$ cat config.mk
export PLATFORM = sky130hd
export DESIGN_NAME = jk_count_controller
export DESIGN_NICKNAME = d
export VERILOG_FILES = /design/src/rtl/jk_ctrl_pkg.sv /design/src/rtl/jk_cell.sv /design/src/rtl/jk_count_controller.sv
export SDC_FILE = /design/constraint.sdc
export NUM_CORES = 1
export LEC_CHECK = 0
export CAP_MARGIN = 20
export CORE_MARGIN = 2
export CORE_UTILIZATION = 36
export DETAILED_ROUTE_END_ITERATION = 8
export PLACE_DENSITY = 0.65
export SLEW_MARGIN = 10
export SYNTH_ARGS = -nofsm -noshare
export SYNTH_HDL_FRONTEND = slang
export SYNTH_SLANG_ARGS = --single-unit
$ cat constraint.sdc
create_clock -name clk -period 2.8 [get_ports clk]
set_input_delay 0.56 -clock clk [delete_from_list [all_inputs] [get_ports clk]]
set_output_delay 0.56 -clock clk [all_outputs]
set_load 0.005 [all_outputs]
$ cat src/rtl/jk_ctrl_pkg.sv
// Shared definitions for the JK-flip-flop count controller.
//   state_e  : controller FSM encoding (IDLE / RUN / HOLD)
//   jk_cmd_t : per-bit {j, k} command driven into each jk_cell
package jk_ctrl_pkg;

  typedef enum logic [1:0] {
    StIdle = 2'b00,
    StRun  = 2'b01,
    StHold = 2'b10
  } state_e;

  typedef logic [1:0] jk_cmd_t;

  // {j, k} encodings
  localparam jk_cmd_t JkHold   = 2'b00;
  localparam jk_cmd_t JkReset  = 2'b01;
  localparam jk_cmd_t JkSet    = 2'b10;
  localparam jk_cmd_t JkToggle = 2'b11;

endpackage

$ cat src/rtl/jk_cell.sv
// Single rising-edge JK flip-flop bit with synchronous active-low reset.
// Ports:
//   clk  : clock
//   rst  : synchronous reset, active low (clears the bit)
//   i_j  : J input
//   i_k  : K input
//   o_q  : stored bit
// {j,k}: 00 hold, 01 clear, 10 set, 11 toggle.
module jk_cell
  import jk_ctrl_pkg::*;
(
  input  logic clk,
  input  logic rst,
  input  logic i_j,
  input  logic i_k,
  output logic o_q
);

  logic r_q;

  always_ff @(posedge clk) begin
    if (!rst) begin
      r_q <= 1'b0;
    end else begin
      case ({i_j, i_k})
        JkHold:   r_q <= r_q;
        JkReset:  r_q <= 1'b0;
        JkSet:    r_q <= 1'b1;
        JkToggle: r_q <= ~r_q;
        default:  r_q <= r_q;
      endcase
    end
  end

  assign o_q = r_q;

endmodule

$ cat src/rtl/jk_count_controller.sv
// Modulo up/down counter built from WIDTH JK flip-flops, sequenced by a
// small IDLE/RUN/HOLD controller that turns count/load/reset intents into
// per-bit {j,k} commands.
// Ports:
//   clk       : clock, all state changes on the rising edge
//   rst       : synchronous reset, active low
//   start     : level, enter or resume counting
//   stop      : level, pause from RUN, finish from HOLD
//   up_dn     : direction, 1 = up, 0 = down
//   oneshot   : return to IDLE after one terminal count
//   modulus   : count range 0..modulus-1 (0 means 2^WIDTH)
//   load      : parallel-load request (IDLE or HOLD)
//   load_val  : value to load
//   q         : count value straight from the JK cells
//   busy      : in RUN or HOLD
//   tc        : RUN and q at the terminal value for the current direction
//   done      : one-cycle pulse after returning to IDLE from RUN/HOLD
module jk_count_controller
  import jk_ctrl_pkg::*;
#(
  parameter int unsigned WIDTH = 4
) (
  input  logic             clk,
  input  logic             rst,
  input  logic             start,
  input  logic             stop,
  input  logic             up_dn,
  input  logic             oneshot,
  input  logic [WIDTH-1:0] modulus,
  input  logic             load,
  input  logic [WIDTH-1:0] load_val,
  output logic [WIDTH-1:0] q,
  output logic             busy,
  output logic             tc,
  output logic             done
);

  state_e           r_state;
  state_e           w_state_next;
  logic             r_done;
  logic             w_done_next;
  logic             w_do_count;
  logic             w_do_load;
  logic [WIDTH-1:0] w_q;
  logic [WIDTH-1:0] w_mod_m1;
  logic [WIDTH-1:0] w_term;
  logic [WIDTH-1:0] w_count_next;
  logic [WIDTH-1:0] w_j;
  logic [WIDTH-1:0] w_k;
  jk_cmd_t          w_cmd;

  // modulus 0 wraps to all-ones, giving the full 2^WIDTH range.
  assign w_mod_m1 = modulus - WIDTH'(1);
  assign w_term   = up_dn ? w_mod_m1 : '0;

  // Next count value. Up uses >= so an out-of-range value wraps straight to 0;
  // down from an out-of-range value simply decrements toward the range.
  always_comb begin
    w_count_next = w_q;
    if (up_dn) begin
      w_count_next = (w_q >= w_mod_m1) ? '0 : w_q + WIDTH'(1);
    end else begin
      w_count_next = (w_q == '0) ? w_mod_m1 : w_q - WIDTH'(1);
    end
  end

  // State register
  always_ff @(posedge clk) begin
    if (!rst) begin
      r_state <= StIdle;
      r_done  <= 1'b0;
    end else begin
      r_state <= w_state_next;
      r_done  <= w_done_next;
    end
  end

  // Next-state and datapath intent
  always_comb begin
    w_state_next = r_state;
    w_done_next  = 1'b0;
    w_do_count   = 1'b0;
    w_do_load    = 1'b0;
    unique case (r_state)
      StIdle: begin
        if (start) begin
          w_state_next = StRun;
          w_do_load    = load;
        end else if (load && !stop) begin
          w_do_load = 1'b1;
        end
      end
      StRun: begin
        // stop wins over start; load is ignored while running.
        if (stop) begin
          w_state_next = StHold;
        end else begin
          w_do_count = 1'b1;
          if (oneshot && tc) begin
            w_state_next = StIdle;
            w_done_next  = 1'b1;
          end
        end
      end
      StHold: begin
        if (stop) begin
          w_state_next = StIdle;
          w_done_next  = 1'b1;
        end else if (start) begin
          w_state_next = StRun;
        end else if (load) begin
          w_do_load = 1'b1;
        end
      end
      default: begin
        w_state_next = StIdle;
      end
    endcase
  end

  // Outputs and per-bit JK commands
  always_comb begin
    busy  = (r_state == StRun) || (r_state == StHold);
    tc    = (r_state == StRun) && (w_q == w_term);
    w_cmd = JkHold;
    w_j   = '0;
    w_k   = '0;
    for (int i = 0; i < int'(WIDTH); i++) begin
      w_cmd = JkHold;
      if (!rst) begin
        w_cmd = JkReset;
      end else if (w_do_load) begin
        w_cmd = {load_val[i], ~load_val[i]};
      end else if (w_do_count && (w_q[i] ^ w_count_next[i])) begin
        w_cmd = JkToggle;
      end
      w_j[i] = w_cmd[1];
      w_k[i] = w_cmd[0];
    end
  end

  for (genvar gi = 0; gi < int'(WIDTH); gi++) begin : g_cell
    jk_cell u_cell (
      .clk (clk),
      .rst (rst),
      .i_j (w_j[gi]),
      .i_k (w_k[gi]),
      .o_q (w_q[gi])
    );
  end

  assign q    = w_q;
  assign done = r_done;

endmodule

==> impl_results.md, run 1 <==
- Status: complete, no violations
- GP Congestion: 0.795
- Avg WL per Cell: 12.6 um
- RSZ-0062 raised after global routing: no
- Synth cell types: 44
- F_max: 375 MHz
- Number of synthesized flops with an enable pin: 0
- CTS root buf: clkbuf_4
- Worst Hold Class: register to register
- MaxCap Viol Count: 0
- Main synth FF type: dfxtp_1
- DRT iter0 DRCs: 20
- Ys async rst share: 0%
- Reg2reg end: g_cell[1].u_cell.o_q$_SDFFE_PN0P_
- Metal2 WL: 1.12 mm
- H-tree depth: 1
- P_leak: 0.508 nW
- Ys Warns: 0
- Post-route setup slack: 0.133 ns
- Hold_ws: 0.557 ns
- Critical Path RT: 2.24 ns
- First-pass GRT wire length: 3.81 mm
- Post-route ant nets: 0
- Syn avg cell area: 7.66 sq um
- Met3 routed WL: 74 um
- Vias in the first global route: 916
- Worst setup startpoint: modulus[0]
- Worst Tran Pin Value: 0.621 ns
- Setup WS pre-CTS: -0.274 ns
- Core area: 0.00248 sq mm
- Die area: 0.00304 sq mm
- Final period utilization: 95.3%
- Post-layout min period: 2.67 ns
- Largest net degree at the start of global routing: 14
- Reg-to-reg setup timing slack: 0.72 ns
- Number of port buffers: 21
- Antenna Cells: 0
- Final Max Slew Viols: 0
- WL final: 2.28 mm
- Slew HR: 58.6%
- Post-CTS Setup Inserts: 0
- Fin nets: 178
- Mapped cell area: 942 sq um
- Synth Register Bits: 7
- Worst setup SP type: input pin
- Fillers: 253
- Clock buffer depth: 2
- Fin util: 50.6%
- Dpl hpwl: 1.81 mm
- # setup viols final: 0
- First-pass detailed-route iteration total: 4
- Share of cells above drive strength 1: 16.6%
- Maximum vdd drop: 215 uV
- Sequential area share after synthesis: 14.9%
- Starting Density: 38.0%
- Setup crit end kind: primary output
- Fin. Hold Viols: 0
- Initial antenna violation count: 0
- CTS clk-pin slew, worst paths: 0.05 ns
- PwrDens: 484 mW/mm^2
- Critical R2R Launch: g_cell[0].u_cell.o_q$_SDFFE_PN0P_
- Post-Route M1 WL: 1.08 mm
- Via-to-Cell Ratio: 5.56
- Sink Count: 7
- Worst r2r path cells: 7
- Crit path to: tc
- Crit path max fanout: 4
- Synthesized instance count: 123
- Die X-Extent: 55.2 um
- I/O pin cnt: 22
- P&R area growth vs syn: 32.9%
- Top layer in use: met3
- Via count: 1006
- # DRC: 0
- Clock Latency Late Sink: 0.25 ns
- Total track usage: 16.9%
- Final setup TNS: 0 ns
- Critical setup path kind: input pin to primary output
- GRT overflow: 0
- Data arrival, critical path: 2.11 ns
- Cell Rows: 18
- TritonCTS clock tree: yes
- Hold Path Depth: 2
- Clock Skews: 0.00629 ns
- Num CTS Buffers: 3
- Synthesized net count: 149
- Die height: 55.2 um
## stage by stage
step / std cells / power (mW) / area [sq um]
floorplan: 123 / 0.394 / 942
global placement: 177 / 0.504 / 1200
detailed placement: 177 / 0.511 / 1200
CTS: 181 / 0.609 / 1250
global route: 181 / 0.667 / 1250
finish: 181 / 0.606 / 1250
## layout by cell type (no fill, tap or decap), types with 3 or more instances in the layout
master	instances
inv_1	11
ha_1	10
o211ai_1	3
a31oi_1	3
dfxtp_1	7
nand3_1	3
nand3b_1	3
a21oi_1	6
nor2b_1	5
clkdlybuf4s50_1	19
o211ai_2	3
clkbuf_4	3
nor2_1	3
buf_4	12
o21ai_0	13
nand2_1	9
## layout make-up
class                           count  area, sq um  area share, %
Multi-Input combinational cell     96          709           56.6
Timing Repair Buffer               33          298           23.8
Tap cell                           30         37.5           3.00
Clock buffer                        4         26.3           2.10
Inverter                           11         41.3           3.30
Sequential cell                     7          140           11.2
## cells by family (layout without fill, tap and decap cells)
| kind of cell | after synthesis | count (layout) | share of synthesized area (%) |
|---|---|---|---|
| AND/OR/NAND/NOR | 38 | 38 | 23.1 |
| multiplexers | 1 | 1 | 1.20 |
| AO/OA/AOI/OAI | 44 | 44 | 31.9 |
| adder cells (fa/ha/maj) | 11 | 11 | 14.6 |
| flip-flops | 7 | 7 | 14.9 |
| XOR/XNOR | 2 | 2 | 1.86 |
| buffers and inverters | 20 | 48 | 12.5 |
## flip-flops by register name, indices dropped and copies added, names as in the netlist
name,cells
done,1
g_cell.u_cell.o_q,4
r_state,2
## synth_stat cells (2+ instances only)
master | instances | area share [%]
a211oi_1 | 2 | 1.6
a21boi_0 | 3 | 2.4
a21oi_1 | 6 | 3.2
a31oi_1 | 3 | 2.0
and3_1 | 2 | 1.3
buf_4 | 5 | 4.0
dfxtp_1 | 7 | 15
ha_1 | 11 | 15
inv_1 | 11 | 4.4
nand2_1 | 9 | 3.6
nand2b_1 | 2 | 1.3
nand3_1 | 3 | 1.6
nand3b_1 | 3 | 2.4
nor2_1 | 3 | 1.2
nor2b_1 | 5 | 3.3
nor3b_1 | 2 | 1.6
o211ai_1 | 3 | 2.4
o211ai_2 | 3 | 4.0
o21ai_0 | 14 | 7.4
o311ai_0 | 2 | 1.9
## worst max-delay path, stage by stage
cell and delay (ns):
clkdlybuf4s50_1 0.47, inv_1 0.08, ha_4 0.29, xnor2_1 0.11, o22ai_1 0.09, o211ai_2 0.19
nor2_1 0.06, dlygate4sd2_1 0.25
## per-layer routing
metal  vias to the layer above  GRT usage (%)
met5                         -              0
met4                         0           4.47
met3                         0           1.61
met2                        21           28.6
met1                       477           22.9
li1                        508              -
## repair_timing
action	in CTS	in global routing
pin swaps	2	1
hold buffers	0	0
endpoints found under the setup margin	1	2
hold endpoints to repair	0	0
gates resized for setup	5	2
cloned	0	0
## report_power, final
group | switching, mW | internal (mW)
logic | 0.168 | 0.187
registers | 0.0431 | 0.120
clock network | 0.0343 | 0.0542
## worst min path at each step
stage / from / to
floorplan: r_state[1]$_SDFFE_PN0P_ / r_state[1]$_SDFFE_PN0P_
global placement: r_state[1]$_SDFFE_PN0P_ / r_state[1]$_SDFFE_PN0P_
detailed placement: r_state[1]$_SDFFE_PN0P_ / r_state[1]$_SDFFE_PN0P_
CTS: r_state[1]$_SDFFE_PN0P_ / r_state[1]$_SDFFE_PN0P_
global route: r_state[1]$_SDFFE_PN0P_ / r_state[1]$_SDFFE_PN0P_
finish: r_state[1]$_SDFFE_PN0P_ / r_state[1]$_SDFFE_PN0P_
Power figures use the tool's default switching activity.
==> run 2, diff against run 1 <==
--- a/config.mk
+++ b/config.mk
@@ -5,10 +5,10 @@
 export SDC_FILE = /design/constraint.sdc
 export NUM_CORES = 1
 export LEC_CHECK = 0
-export CAP_MARGIN = 20
 export CORE_MARGIN = 2
 export CORE_UTILIZATION = 36
 export DETAILED_ROUTE_END_ITERATION = 8
+export GPL_ROUTABILITY_DRIVEN = 0
 export PLACE_DENSITY = 0.65
 export SLEW_MARGIN = 10
 export SYNTH_ARGS = -nofsm -noshare
==> results of run 2 <==
Same layout as run 1: the final DEF is identical, and so are final timing and power.
